[src/rtl/fg_button_debouncer_if.sv]
// Signal bundle between one front-panel button's synchronizer and its debouncer.
// The master side drives the synchronized level. The slave side returns the cleaned events.
interface fg_button_debouncer_if;
    logic sync_i;
    logic level_o;
    logic press_o;
    logic release_o;
    logic long_o;
    logic repeat_o;

    modport master (
        output sync_i,
        input  level_o,
        input  press_o,
        input  release_o,
        input  long_o,
        input  repeat_o
    );

    modport slave (
        input  sync_i,
        output level_o,
        output press_o,
        output release_o,
        output long_o,
        output repeat_o
    );
endinterface

[src/rtl/fg_button_debouncer.sv]
// Debouncer for one synchronized button. It produces the debounced level, press and release pulses,
// a long-press pulse and auto-repeat pulses while the button is held. All outputs are registered.
//
// state     | meaning
// ----------+------------------------------------------------------------
// STABLE_LO | released level accepted; waiting for a pressed sample
// PEND_HI   | counting consecutive pressed samples toward a press
// STABLE_HI | pressed level accepted; hold/repeat timing running
// PEND_LO   | counting consecutive released samples; hold timing continues
module fg_button_debouncer #(
    parameter int DEBOUNCE_CYCLES = 16,
    parameter int LONG_CYCLES     = 1024,
    parameter int REPEAT_CYCLES   = 256,
    parameter bit REPEAT_EN       = 1'b1,
    parameter bit INVERT          = 1'b0
) (
    input  logic                  clk_i,
    input  logic                  rst_i,
    fg_button_debouncer_if.slave  bif
);

    localparam int DEB_W  = $clog2(DEBOUNCE_CYCLES + 1);
    localparam int HOLD_W = $clog2(LONG_CYCLES + 1);
    localparam int REP_W  = $clog2(REPEAT_CYCLES + 1);

    localparam logic [DEB_W-1:0]  DEB_LAST = DEB_W'(DEBOUNCE_CYCLES - 1);
    localparam logic [HOLD_W-1:0] HOLD_MAX = HOLD_W'(LONG_CYCLES);
    localparam logic [REP_W-1:0]  REP_MAX  = REP_W'(REPEAT_CYCLES);
    localparam bit                BYPASS   = (DEBOUNCE_CYCLES == 1);

    typedef enum logic [1:0] {
        STABLE_LO = 2'd0,
        PEND_HI   = 2'd1,
        STABLE_HI = 2'd2,
        PEND_LO   = 2'd3
    } state_t;

    state_t             state_q, state_d;
    logic [DEB_W-1:0]   deb_q, deb_d;
    logic [HOLD_W-1:0]  hold_q, hold_d, hold_inc;
    logic [REP_W-1:0]   rep_q, rep_d, rep_inc;
    logic               level_q, level_d;
    logic               press_q, press_d;
    logic               release_q, release_d;
    logic               long_q, long_d;
    logic               repeat_q, repeat_d;
    logic               p;
    logic               accept_press;
    logic               accept_rel;

    assign p        = bif.sync_i ^ INVERT;
    assign hold_inc = hold_q + HOLD_W'(1);
    assign rep_inc  = rep_q + REP_W'(1);

    always_ff @(posedge clk_i or posedge rst_i) begin
        if (rst_i) begin
            state_q   <= STABLE_LO;
            deb_q     <= '0;
            hold_q    <= '0;
            rep_q     <= '0;
            level_q   <= 1'b0;
            press_q   <= 1'b0;
            release_q <= 1'b0;
            long_q    <= 1'b0;
            repeat_q  <= 1'b0;
        end else begin
            state_q   <= state_d;
            deb_q     <= deb_d;
            hold_q    <= hold_d;
            rep_q     <= rep_d;
            level_q   <= level_d;
            press_q   <= press_d;
            release_q <= release_d;
            long_q    <= long_d;
            repeat_q  <= repeat_d;
        end
    end

    always_comb begin
        state_d      = state_q;
        deb_d        = deb_q;
        hold_d       = hold_q;
        rep_d        = rep_q;
        level_d      = level_q;
        press_d      = 1'b0;
        release_d    = 1'b0;
        long_d       = 1'b0;
        repeat_d     = 1'b0;
        accept_press = 1'b0;
        accept_rel   = 1'b0;

        case (state_q)
            STABLE_LO: begin
                if (p) begin
                    if (BYPASS) begin
                        accept_press = 1'b1;
                    end else begin
                        state_d = PEND_HI;
                        deb_d   = DEB_W'(1);
                    end
                end
            end
            PEND_HI: begin
                if (!p) begin
                    state_d = STABLE_LO;
                    deb_d   = '0;
                end else if (deb_q == DEB_LAST) begin
                    accept_press = 1'b1;
                end else begin
                    deb_d = deb_q + DEB_W'(1);
                end
            end
            STABLE_HI: begin
                if (!p) begin
                    if (BYPASS) begin
                        accept_rel = 1'b1;
                    end else begin
                        state_d = PEND_LO;
                        deb_d   = DEB_W'(1);
                    end
                end
            end
            PEND_LO: begin
                // A bounce back to pressed only abandons the release; hold timing keeps running.
                if (p) begin
                    state_d = STABLE_HI;
                    deb_d   = '0;
                end else if (deb_q == DEB_LAST) begin
                    accept_rel = 1'b1;
                end else begin
                    deb_d = deb_q + DEB_W'(1);
                end
            end
            default: begin
                state_d = STABLE_LO;
                deb_d   = '0;
            end
        endcase

        if (accept_press) begin
            state_d = STABLE_HI;
            deb_d   = '0;
            level_d = 1'b1;
            press_d = 1'b1;
            hold_d  = '0;
            rep_d   = '0;
        end

        // A release on this edge takes precedence over any long or repeat pulse due on the same edge.
        if (level_q) begin
            if (accept_rel) begin
                state_d   = STABLE_LO;
                deb_d     = '0;
                level_d   = 1'b0;
                release_d = 1'b1;
                hold_d    = '0;
                rep_d     = '0;
            end else if (hold_q != HOLD_MAX) begin
                hold_d = hold_inc;
                long_d = (hold_inc == HOLD_MAX);
            end else if (REPEAT_EN) begin
                if (rep_inc == REP_MAX) begin
                    repeat_d = 1'b1;
                    rep_d    = '0;
                end else begin
                    rep_d = rep_inc;
                end
            end
        end
    end

    assign bif.level_o   = level_q;
    assign bif.press_o   = press_q;
    assign bif.release_o = release_q;
    assign bif.long_o    = long_q;
    assign bif.repeat_o  = repeat_q;

endmodule

[src/flat_wrapper.sv]
// flat-port wrapper written by rule: the top's interface ports become plain ports
module fg_button_debouncer_flat 
#(
    parameter int DEBOUNCE_CYCLES = 16,
    parameter int LONG_CYCLES     = 1024,
    parameter int REPEAT_CYCLES   = 256,
    parameter bit REPEAT_EN       = 1'b1,
    parameter bit INVERT          = 1'b0
)
  (clk_i, rst_i, bif_sync_i, bif_level_o, bif_press_o, bif_release_o, bif_long_o, bif_repeat_o);
  fg_button_debouncer_if bif_i ();
  input  logic clk_i;
  input  logic rst_i;
  input wire logic [$bits(bif_i.sync_i)-1:0] bif_sync_i;
  output wire logic [$bits(bif_i.level_o)-1:0] bif_level_o;
  output wire logic [$bits(bif_i.press_o)-1:0] bif_press_o;
  output wire logic [$bits(bif_i.release_o)-1:0] bif_release_o;
  output wire logic [$bits(bif_i.long_o)-1:0] bif_long_o;
  output wire logic [$bits(bif_i.repeat_o)-1:0] bif_repeat_o;
  assign bif_i.sync_i = bif_sync_i;
  assign bif_level_o = bif_i.level_o;
  assign bif_press_o = bif_i.press_o;
  assign bif_release_o = bif_i.release_o;
  assign bif_long_o = bif_i.long_o;
  assign bif_repeat_o = bif_i.repeat_o;
  fg_button_debouncer #(.DEBOUNCE_CYCLES(DEBOUNCE_CYCLES), .LONG_CYCLES(LONG_CYCLES), .REPEAT_CYCLES(REPEAT_CYCLES), .REPEAT_EN(REPEAT_EN), .INVERT(INVERT)) u_core (.clk_i(clk_i), .rst_i(rst_i), .bif(bif_i));
endmodule
[config.mk]
export PLATFORM = sky130hd
export DESIGN_NAME = fg_button_debouncer_flat
export DESIGN_NICKNAME = d
export VERILOG_FILES = /design/src/rtl/fg_button_debouncer_if.sv /design/src/rtl/fg_button_debouncer.sv /design/src/flat_wrapper.sv
export SDC_FILE = /design/constraint.sdc
export NUM_CORES = 1
export LEC_CHECK = 0
export BUFFER_PORTS_ARGS = -buffer_cell sky130_fd_sc_hd__buf_2
export CAP_MARGIN = 20
export CORE_ASPECT_RATIO = 1.1
export CORE_UTILIZATION = 30
export DETAILED_ROUTE_END_ITERATION = 12
export PLACE_DENSITY = 0.49
export RECOVER_POWER = 25
export SKIP_LAST_GASP = 1
export SYNTH_ARGS = -nofsm -noshare
export SYNTH_HDL_FRONTEND = slang
export SYNTH_SLANG_ARGS = --single-unit
export TNS_END_PERCENT = 50
[constraint.sdc]
create_clock -name clk_i -period 2.1 [get_ports clk_i]
set_input_delay 0.21 -clock clk_i [delete_from_list [all_inputs] [get_ports clk_i]]
set_output_delay 0.21 -clock clk_i [all_outputs]
set_load 0.05 [all_outputs]
==> impl_metrics.env, run 1 <==
export IMPL_diodes=0
export IMPL_place_port_buffers=7
export IMPL_finalPower_mw=1.31
export IMPL_synth_top_family_by_area="simple AND/OR/NAND/NOR gates"
export IMPL_synth_nets=234
export IMPL_rsz0062_at_grt="false"
export IMPL_max_clock_path_buffers=2
export IMPL_comb_power_share_pct=12.4
export IMPL_ys_seq_area_share_pct=40.2
export IMPL_htreeDepth=2
export IMPL_syn_area_um2=1990
export IMPL_hold_path_class="primary input to async pin"
export IMPL_grt_pass1_vias=1614
export IMPL_vias=1643
export IMPL_peakVddDrop_uv=296
export IMPL_start_util_pct=31.6
export IMPL_cts_hold_buf=0
export IMPL_synth_compound_area_share_pct=18.2
export IMPL_fin_util_pct=36.0
export IMPL_period_needed_ps=1940
export IMPL_die_w_um=79.7
export IMPL_report_final_slew_viol_count=0
export IMPL_grt_overflow_total=0
export IMPL_hpwl_um=3060
export IMPL_yosys_area_share_simple_pct=28.3
export IMPL_die_h_um=87.5
export IMPL_core_um2=6310
export IMPL_cts_clk_slew_worst_paths_ps=70
export IMPL_pin_count=8
export IMPL_fin_worst_skew_ps=10.2
export IMPL_post_drt_via_cell_ratio=5.04
export IMPL_maxSlewHeadroom_pct=44.8
export IMPL_postRouteAntennaNets=0
export IMPL_hold_viol_final=0
export IMPL_yosysTopAreaCellShare_pct=40.2
export IMPL_drtIter0Drc=106
export IMPL_routedWlPerCell_um=13.2
export IMPL_finalWeightedCongestion=0.772
export IMPL_first_pass_iters=4
export IMPL_syn2layout_area_growth_pct=13.7
export IMPL_nNetsFinal=253
export IMPL_syn_area_per_cell_um2=8.82
export IMPL_syn_inst=226
export IMPL_fmax_ghz=0.516
export IMPL_min_period_over_period_pct=92.2
export IMPL_yosys_register_bits=32
export IMPL_layout_drive_gt1_share_pct=19.1
export IMPL_cts_sinks=32
export IMPL_crit_fanout=11
export IMPL_yosysTopAreaCell="dfrtp_1"
export IMPL_tns_ps=0
export IMPL_synth_edff_count=0
export IMPL_p_int_mw=0.974
export IMPL_cp_end_kind="flop"
export IMPL_grtUsageTotal_pct=14.0
export IMPL_p_sw_share_pct=25.8
export IMPL_cp_start_kind="flop"
export IMPL_synthArstFlopShare_pct=100
export IMPL_yosys_area_share_xor_xnor_pct=3.51
export IMPL_ys_warn_count=0
export IMPL_clock_latency_ps=290
export IMPL_cts_root_buf="clkbuf_8"
export IMPL_drv_cap=0
export IMPL_critPathArrivalTime_ps=2100
export IMPL_rows=30
export IMPL_grt_max_degree=33
export IMPL_synthFlopType="dfrtp_1"
export IMPL_p_per_area_nw_per_um2=578
export IMPL_numCtsBuffers=5
export IMPL_critical_path_class="flop to flop"
export IMPL_drc=0
export IMPL_die_area_um2=6980
export IMPL_grt_antenna_before_repair=0
export IMPL_cts_tree="built"
export IMPL_grt_pass1_wl_um=7550
export IMPL_outcome="finished, final reports clean"
export IMPL_routed_wl_um=4300
export IMPL_synth_fa_ha_area_share_pct=3.14
export IMPL_worst_pin_slew_ps=828
export IMPL_synthMuxAreaShare_pct=1.00
export IMPL_clock_power_share_pct=37.8
export IMPL_yosys_cell_types_count=53
export IMPL_leakagePower_nw=0.997
export IMPL_switching_power_mw=0.338
export IMPL_power_frac_seq_pct=49.8
export IMPL_critPathRequiredTime_ps=2260
export IMPL_synth_area_leaders="dfrtp_1, nand2_1, o21ai_0"
export IMPL_setup_viol=0
-- path summary, 6_finish.rpt --
path	to	slack (ps)	cells past startpoint	start
min	u_core.deb_q[3]	160	3	rst_i
min in group clk_i	u_core.state_q[0]	240	2	bif_sync_i
min reg2reg	u_core.deb_q[4]	510	1	u_core.deb_q[4]
max	u_core.hold_q[4]	160	6	u_core.deb_q[0]
max in group asynchronous	u_core.hold_q[2]	1410	3	rst_i
max reg2reg	u_core.hold_q[4]	160	6	u_core.deb_q[0]
-- metrics by stage --
stage,hold slack [ps],std cells,setup WS [ps],cell area [um2]
detailed placement,340,318,68.6,2170
global route,254,326,25.5,2270
finish,155,326,163,2270
global placement,329,318,62.1,2170
floorplan,326,226,246,1990
CTS,24.1,326,32.0,2270
-- power groups by stage --
| stage | clock network (mW) | registers, mW | logic, mW |
|---|---|---|---|
| after floorplan | 0 | 0.664 | 0.125 |
| after global placement | 0 | 0.665 | 0.164 |
| after detailed placement | 0 | 0.666 | 0.164 |
| after CTS | 0.520 | 0.654 | 0.165 |
| after global routing | 0.544 | 0.657 | 0.188 |
| final | 0.495 | 0.654 | 0.163 |
-- cells in the mapped netlist (all sizes together) (2+ instances only) --
library cell,count
o221ai,2
o31ai,2
or3,2
xor2,3
a22o,5
nor4,3
o211ai,2
ha,5
and2,5
nand2,36
a21o,2
buf,9
xnor2,5
o21ai,28
nor2,16
or2,2
clkbuf,2
nand3,9
nor3,15
a21oi,5
a31oi,2
nand4,2
and3,2
o21a,2
dfrtp,32
inv,10
and4,2
mux2i,2
-- routing by layer --
layer	share of wire, %	vias up	track usage [%]
met5	0	-	0
met4	1.3	0	4.71
met3	3.4	6	3.14
met2	47	31	23.1
met1	48	762	17.9
li1	-	844	-
-- cells in the final DEF (no fill, tap or decap), types with 2 or more instances in the layout --
cell type   n
and2_1      3
nand3_1     8
dfrtp_1    32
a21o_1      2
or3_1       2
buf_4      15
a22o_1      5
buf_2       7
and4_1      2
o21a_1      2
clkbuf_8    6
o21ai_0    27
a21oi_1     5
mux2i_1     2
o31ai_1     2
xnor2_1     5
o221ai_1    2
clkinv_2    2
nor3_1     14
xor2_1      3
ha_1        5
and3_2      2
inv_1      10
a31oi_1     2
nor2_1     15
nand2_1    36
-- cell families after synthesis --
family | after synthesis
buffers and inverters | 21
and+or+nand+nor | 101
DFF | 32
xor gates and xnor gates | 8
AOI/OAI and AO/OA | 57
muxes | 2
adders and majority gates | 5
-- critical path, stage by stage (launching register included) --
cell and delay [ps]:
dfrtp_1 430, ha_1 290, and4b_1 300, o211ai_1 180, and2_4 230, a21o_1 160
a22o_1 230
-- flip-flops by register name (all words and copies together) (netlist names), 2 cells and up --
register and count:
u_core.deb_q 5, u_core.hold_q 11, u_core.rep_q 9, u_core.state_q 2
-- timing repair --
item / CTS / global route
endpoints found under the setup margin: 0 / 8
resized for setup: 0 / 3
setup buffers: 0 / 0
-- cell type report --
type,instances,area [um2]
Clock buffer,6,82.6
Clock inverter,2,10.0
Fill cell,665,4040
Inverter,10,37.5
Multi-Input combinational cell,173,1080
Sequential cell,32,801
Tap cell,80,100
Timing Repair Buffer,23,153
Note: power is estimated with default switching activity, not from simulation.
==> inputs of run 2 (changes only) <==
- CORE_MARGIN: default -> 2
- CORE_UTILIZATION: 30 -> 60
- PLACE_DENSITY: 0.49 -> 0.82
==> run 2 against run 1 <==
Effect of this change:
- design area shrank 7.1%
- clock power shrank 21%
- sequential power grew 3.2%
- sequential share of layout area grew 2.7 points
- non-clock buffer count shrank 10
- flip-flop and latch count is the same
- critical path type unchanged
- maximum frequency shrank 5.9%
- clock skew shrank 5.4 ps
- combinational power shrank 21%
- utilization grew 32 points
- die area shrank 46%
- global-route usage grew 10 points
==> impl_metrics.env, run 2 (same netlist as run 1, synthesis figures left out) <==
export IMPL_placedCellCount=261
export IMPL_outcome="finished, final reports clean"
export IMPL_max_clock_path_buffers=2
export IMPL_vias=1661
export IMPL_routed_wl_um=3910
export IMPL_diodes=0
export IMPL_grt_max_degree=33
export IMPL_core_um2=3100
export IMPL_hold_ws_ps=188
export IMPL_rsz0062_at_grt="true"
export IMPL_postRouteAntennaNets=0
export IMPL_grt_pass1_wl_um=7020
export IMPL_cp_start_kind="flop"
export IMPL_min_period_over_period_pct=98.1
export IMPL_grt_overflow_total=0
export IMPL_largest_reg_flops=11
export IMPL_critPathRequiredTime_ps=2320
export IMPL_die_area_um2=3800
export IMPL_cts_sinks=32
export IMPL_routedWlPerCell_um=14.5
export IMPL_largest_register="u_core.hold_q"
export IMPL_post_drt_via_cell_ratio=6.17
export IMPL_drc=0
export IMPL_final_area_um2=2110
export IMPL_cts_root_buf="clkbuf_4"
export IMPL_grt_pass1_vias=1581
export IMPL_grtUsageTotal_pct=24.0
export IMPL_crit_fanout=11
export IMPL_pin_count=8
export IMPL_p_per_area_nw_per_um2=567
export IMPL_fin_worst_skew_ps=4.80
export IMPL_place_port_buffers=7
export IMPL_critical_path_class="flop to flop"
export IMPL_report_final_slew_viol_count=0
export IMPL_cts_clk_slew_worst_paths_ps=90
export IMPL_leakagePower_nw=0.929
export IMPL_nNetsFinal=243
export IMPL_first_pass_iters=4
export IMPL_finalWeightedCongestion=0.851
export IMPL_stdcell_count=269
export IMPL_hpwl_um=2760
export IMPL_place_area_um2=2030
export IMPL_tns_ps=0
export IMPL_fmax_ghz=0.486
export IMPL_start_util_pct=64.3
export IMPL_postCtsSetupBuffers=0
export IMPL_fin_ws_ps=40.4
export IMPL_setup_viol=0
export IMPL_drtIter0Drc=86
export IMPL_hold_path_class="primary input to flop"
export IMPL_cp_end_kind="flop"
export IMPL_clock_latency_ps=320
export IMPL_numCtsBuffers=5
export IMPL_drv_cap=0
export IMPL_maxSlewHeadroom_pct=47.2
export IMPL_place_ws_ps=58.9
export IMPL_hold_viol_final=0
export IMPL_top_regs="u_core.hold_q x11, u_core.rep_q x9, u_core.deb_q x5"
export IMPL_worst_pin_slew_ps=792
export IMPL_fin_util_pct=68.0
export IMPL_finalPower_mw=1.20
export IMPL_htreeDepth=2
export IMPL_layout_drive_gt1_share_pct=14.5
export IMPL_rows=21
export IMPL_cts_tree="built"
export IMPL_syn2layout_area_growth_pct=5.71
export IMPL_critPathArrivalTime_ps=2280
export IMPL_die_h_um=64.5
export IMPL_die_w_um=59.0
export IMPL_grt_antenna_before_repair=0
export IMPL_final_cell_mix="nand2_1, dfrtp_1, o21ai_0"
export IMPL_period_needed_ps=2060
export IMPL_peakVddDrop_uv=406
export IMPL_layout_commonest_cell="nand2_1"
[run 2: cell count changes in the layout (fill, tap and decap cells not counted)]
| cell | previous run | this run |
|---|---|---|
| clkinv_2 | 2 | 0 |
| and2_4 | 1 | 0 |
| buf_4 | 15 | 4 |
| dlygate4sd3_1 | 0 | 1 |
| clkbuf_8 | 6 | 2 |
| clkbuf_4 | 0 | 5 |
| and2_1 | 3 | 4 |
[run 2: path summary, 6_finish.rpt]
check                                start                 to  slack (ps)  depth (start not counted)
min                             bif_sync_i  u_core.state_q[0]         190                          2
min reg2reg                u_core.deb_q[4]    u_core.deb_q[4]         530                          1
max reg2reg                u_core.deb_q[1]   u_core.hold_q[9]          40                          6
min in group asynchronous            rst_i    u_core.rep_q[3]         640                          4
max in group asynchronous            rst_i   u_core.hold_q[4]         950                          4
max                        u_core.deb_q[1]   u_core.hold_q[9]          40                          6
[run 2: routing by layer]
metal  routed length [um]  vias to the layer above  global-route usage, %  share of wire [%]
li1                     -                      817                      -                  -
met1                 1730                      776                   31.3                 44
met2                 1950                       58                   38.1                 50
met3                  164                       10                   4.39                4.2
met4                   65                        0                   11.4                1.7
met5                    0                        -                      0                  0
[run 2: what timing repair did]
action	CTS	global route
hold buffers	1	0
hold endpoints to repair	32	0
gates resized for setup	0	1
endpoints found under the setup margin	0	10
[run 2: layout make-up]
cell class | count | area [um2]
clock buffer | 7 | 65.1
fill | 269 | 992
inverter | 10 | 37.5
multi-input combinational | 173 | 1080
sequential | 32 | 801
tap | 34 | 42.5
timing repair buffer | 13 | 80.1
[run 2: where the power goes]
part / internal (mW) / leakage [nW] / switching [mW]
clock: 0.190 / 0.0374 / 0.202
sequential: 0.636 / 0.425 / 0.0398
combinational: 0.0603 / 0.467 / 0.0689
[run 2: critical path: stages (launching register included)]
cell      delay, ps
dfrtp_1         450
ha_1            290
and4b_1         300
o211ai_1        170
and2_1          310
a21o_1          200
a22o_1          220
==> inputs of run 3 (changes only) <==
- CORE_MARGIN: 2 -> 5
- SKIP_LAST_GASP: 1 -> default
==> run 3 against run 2 <==
Effect of this change:
- worst setup slack better by 27 ps
- largest power group unchanged
- critical path type unchanged
- maximum frequency up 1.3%
- non-clock buffer count up 1
- utilization down 3.3 points
- combinational power up 8%
- worst hold slack worse by 2.2 ps
- register-to-register slack better by 30 ps
- global-route usage down 5.0 points
- sequential share of layout area down 0.20 points
- die area up 20%
- via count down 0.30%
- power down 0.32%
==> impl_metrics.env, run 3 (same netlist as run 1, synthesis figures left out) <==
export IMPL_worst_r2r_setup_slack_ps=70
export IMPL_crit_chain="ha_1, and4b_1, o211ai_1, and2_2, a21o_1, a22o_1"
export IMPL_worst_r2r_path_depth=6
export IMPL_largest_register="u_core.hold_q"
export IMPL_layout_commonest_cell="nand2_1"
export IMPL_startpoint="u_core.deb_q[1]"
export IMPL_switching_power_mw=0.302
export IMPL_critical_path_class="flop to flop"
export IMPL_core_um2=3280
export IMPL_final_area_um2=2120
export IMPL_top_regs="u_core.hold_q x11, u_core.rep_q x9, u_core.deb_q x5"
export IMPL_n_fill_cell=259
export IMPL_final_cell_mix="nand2_1, dfrtp_1, o21ai_0"
export IMPL_max_clock_path_buffers=2
export IMPL_diodes=0
export IMPL_grt_antenna_before_repair=0
export IMPL_setup_viol=0
export IMPL_finalWeightedCongestion=0.903
export IMPL_leakagePower_nw=0.935
export IMPL_fin_worst_skew_ps=9.08
export IMPL_nNetsFinal=244
export IMPL_stdcell_count=272
export IMPL_min_period_over_period_pct=96.8
export IMPL_routedWlPerCell_um=14.4
export IMPL_largest_reg_flops=11
export IMPL_start_util_pct=60.9
export IMPL_cp_endpoint="u_core.hold_q[9]"
export IMPL_grt_overflow_total=0
export IMPL_fin_util_pct=64.7
export IMPL_cts_root_buf="clkbuf_4"
export IMPL_p_int_mw=0.890
export IMPL_first_pass_iters=5
export IMPL_hpwl_um=2810
export IMPL_cts_sinks=32
export IMPL_period_needed_ps=2030
export IMPL_clock_latency_ps=330
export IMPL_pin_count=8
export IMPL_r2r_end="u_core.hold_q[9]"
export IMPL_postCtsSetupBuffers=0
export IMPL_comb_power_share_pct=11.6
export IMPL_place_area_um2=2040
export IMPL_cts_clk_slew_worst_paths_ps=100
export IMPL_cp_start_kind="flop"
export IMPL_die_h_um=70.5
export IMPL_critPathTopFamily="compound AO/OA/AOI/OAI gates"
export IMPL_report_final_slew_viol_count=0
export IMPL_layout_drive_gt1_share_pct=15.3
export IMPL_grt_pass1_wl_um=6750
export IMPL_routed_wl_um=3920
export IMPL_slowest_delay_ps=430
export IMPL_peakVddDrop_uv=339
export IMPL_grt_pass1_vias=1550
export IMPL_p_per_area_nw_per_um2=562
export IMPL_critPathRequiredTime_ps=2310
export IMPL_outcome="finished, final reports clean"
export IMPL_rsz0062_at_grt="false"
export IMPL_htreeDepth=2
export IMPL_path_depth=6
export IMPL_vias=1656
export IMPL_rows=22
export IMPL_grtUsageTotal_pct=19.0
export IMPL_place_port_buffers=7
export IMPL_post_drt_via_cell_ratio=6.09
export IMPL_die_area_um2=4580
export IMPL_numCtsBuffers=5
export IMPL_critPathArrivalTime_ps=2250
export IMPL_grt_max_degree=33
export IMPL_crit_fanout=11
export IMPL_hold_viol_final=0
export IMPL_syn2layout_area_growth_pct=6.27
export IMPL_drv_cap=0
export IMPL_cp_end_kind="flop"
export IMPL_maxSlewHeadroom_pct=47.7
export IMPL_p_sw_share_pct=25.3
export IMPL_cts_tree="built"
export IMPL_clock_power_share_pct=32.4
export IMPL_reg2reg_from="u_core.deb_q[1]"
export IMPL_power_frac_seq_pct=56.0
export IMPL_fmax_ghz=0.492
export IMPL_placedCellCount=264
export IMPL_worst_pin_slew_ps=785
export IMPL_drc=0
export IMPL_hold_path_class="primary input to flop"
export IMPL_postRouteAntennaNets=0
export IMPL_slowest_stage="dfrtp_1"
export IMPL_hold_ws_ps=186
export IMPL_tns_ps=0
export IMPL_drtIter0Drc=123
export IMPL_die_w_um=65.0
export IMPL_path_buf_inv=0
run 3: cell count changes in the layout (fill, tap and decap cells not counted):
cell,delta
buf_4,+1
and2_2,+1
and2_1,-1
run 3: how the worst min path moves through the flow:
stage | from | end | cells past startpoint
CTS | bif_sync_i | u_core.state_q[0] | 2
global placement | rst_i | u_core.deb_q[1] | 3
finish | bif_sync_i | u_core.state_q[0] | 2
floorplan | rst_i | u_core.bif.level_o | 1
detailed placement | rst_i | u_core.rep_q[8] | 3
global route | bif_sync_i | u_core.state_q[0] | 2
run 3: worst register-to-register path, stage by stage (launching register included):
cell and delay, ps:
dfrtp_1 430, ha_1 280, and4b_1 290, o211ai_1 190, and2_2 300, a21o_1 180
a22o_1 240
run 3: final cells by class:
cell class / instances / area (um2) / share of cell area, %
repair buffers: 14 / 87.6 / 4.13
multi-input cells: 173 / 1080 / 51.1
well taps: 36 / 45.0 / 2.13
inverters: 10 / 37.5 / 1.77
clock buffers: 7 / 65.1 / 3.07
flip-flops and latches: 32 / 801 / 37.8
run 3: metrics by stage:
| stage | power, mW | worst slack [ps] |
|---|---|---|
| after global placement | 0.813 | 103 |
| after detailed placement | 0.817 | 40.9 |
| after CTS | 1.21 | 81.0 |
| after global routing | 1.26 | 11.9 |
| after floorplan | 0.789 | 246 |
| final | 1.19 | 67.3 |
run 3: power groups by stage:
| stage | sequential [mW] | combinational [mW] | clock (mW) |
|---|---|---|---|
| after floorplan | 0.664 | 0.125 | 0 |
| after global placement | 0.678 | 0.135 | 0 |
| after detailed placement | 0.679 | 0.138 | 0 |
| after CTS | 0.666 | 0.141 | 0.402 |
| after global routing | 0.672 | 0.161 | 0.428 |
| final | 0.668 | 0.139 | 0.386 |
run 3: timing repair:
action | in CTS | in global routing
gates resized for setup | 1 | 1
hold endpoints to repair | 32 | 0
setup endpoints to repair | 1 | 1
hold buffers | 1 | 0
run 3: per-layer routing:
layer  wire [um]  vias up  GRT usage [%]  share of wire (%)
li1            -      824              -                  -
met1        1730      791           22.6                 44
met2        1960       33           30.8                 50
met3         142        8           5.47                3.6
met4          82        0           9.86                2.1
met5           0        -              0                  0
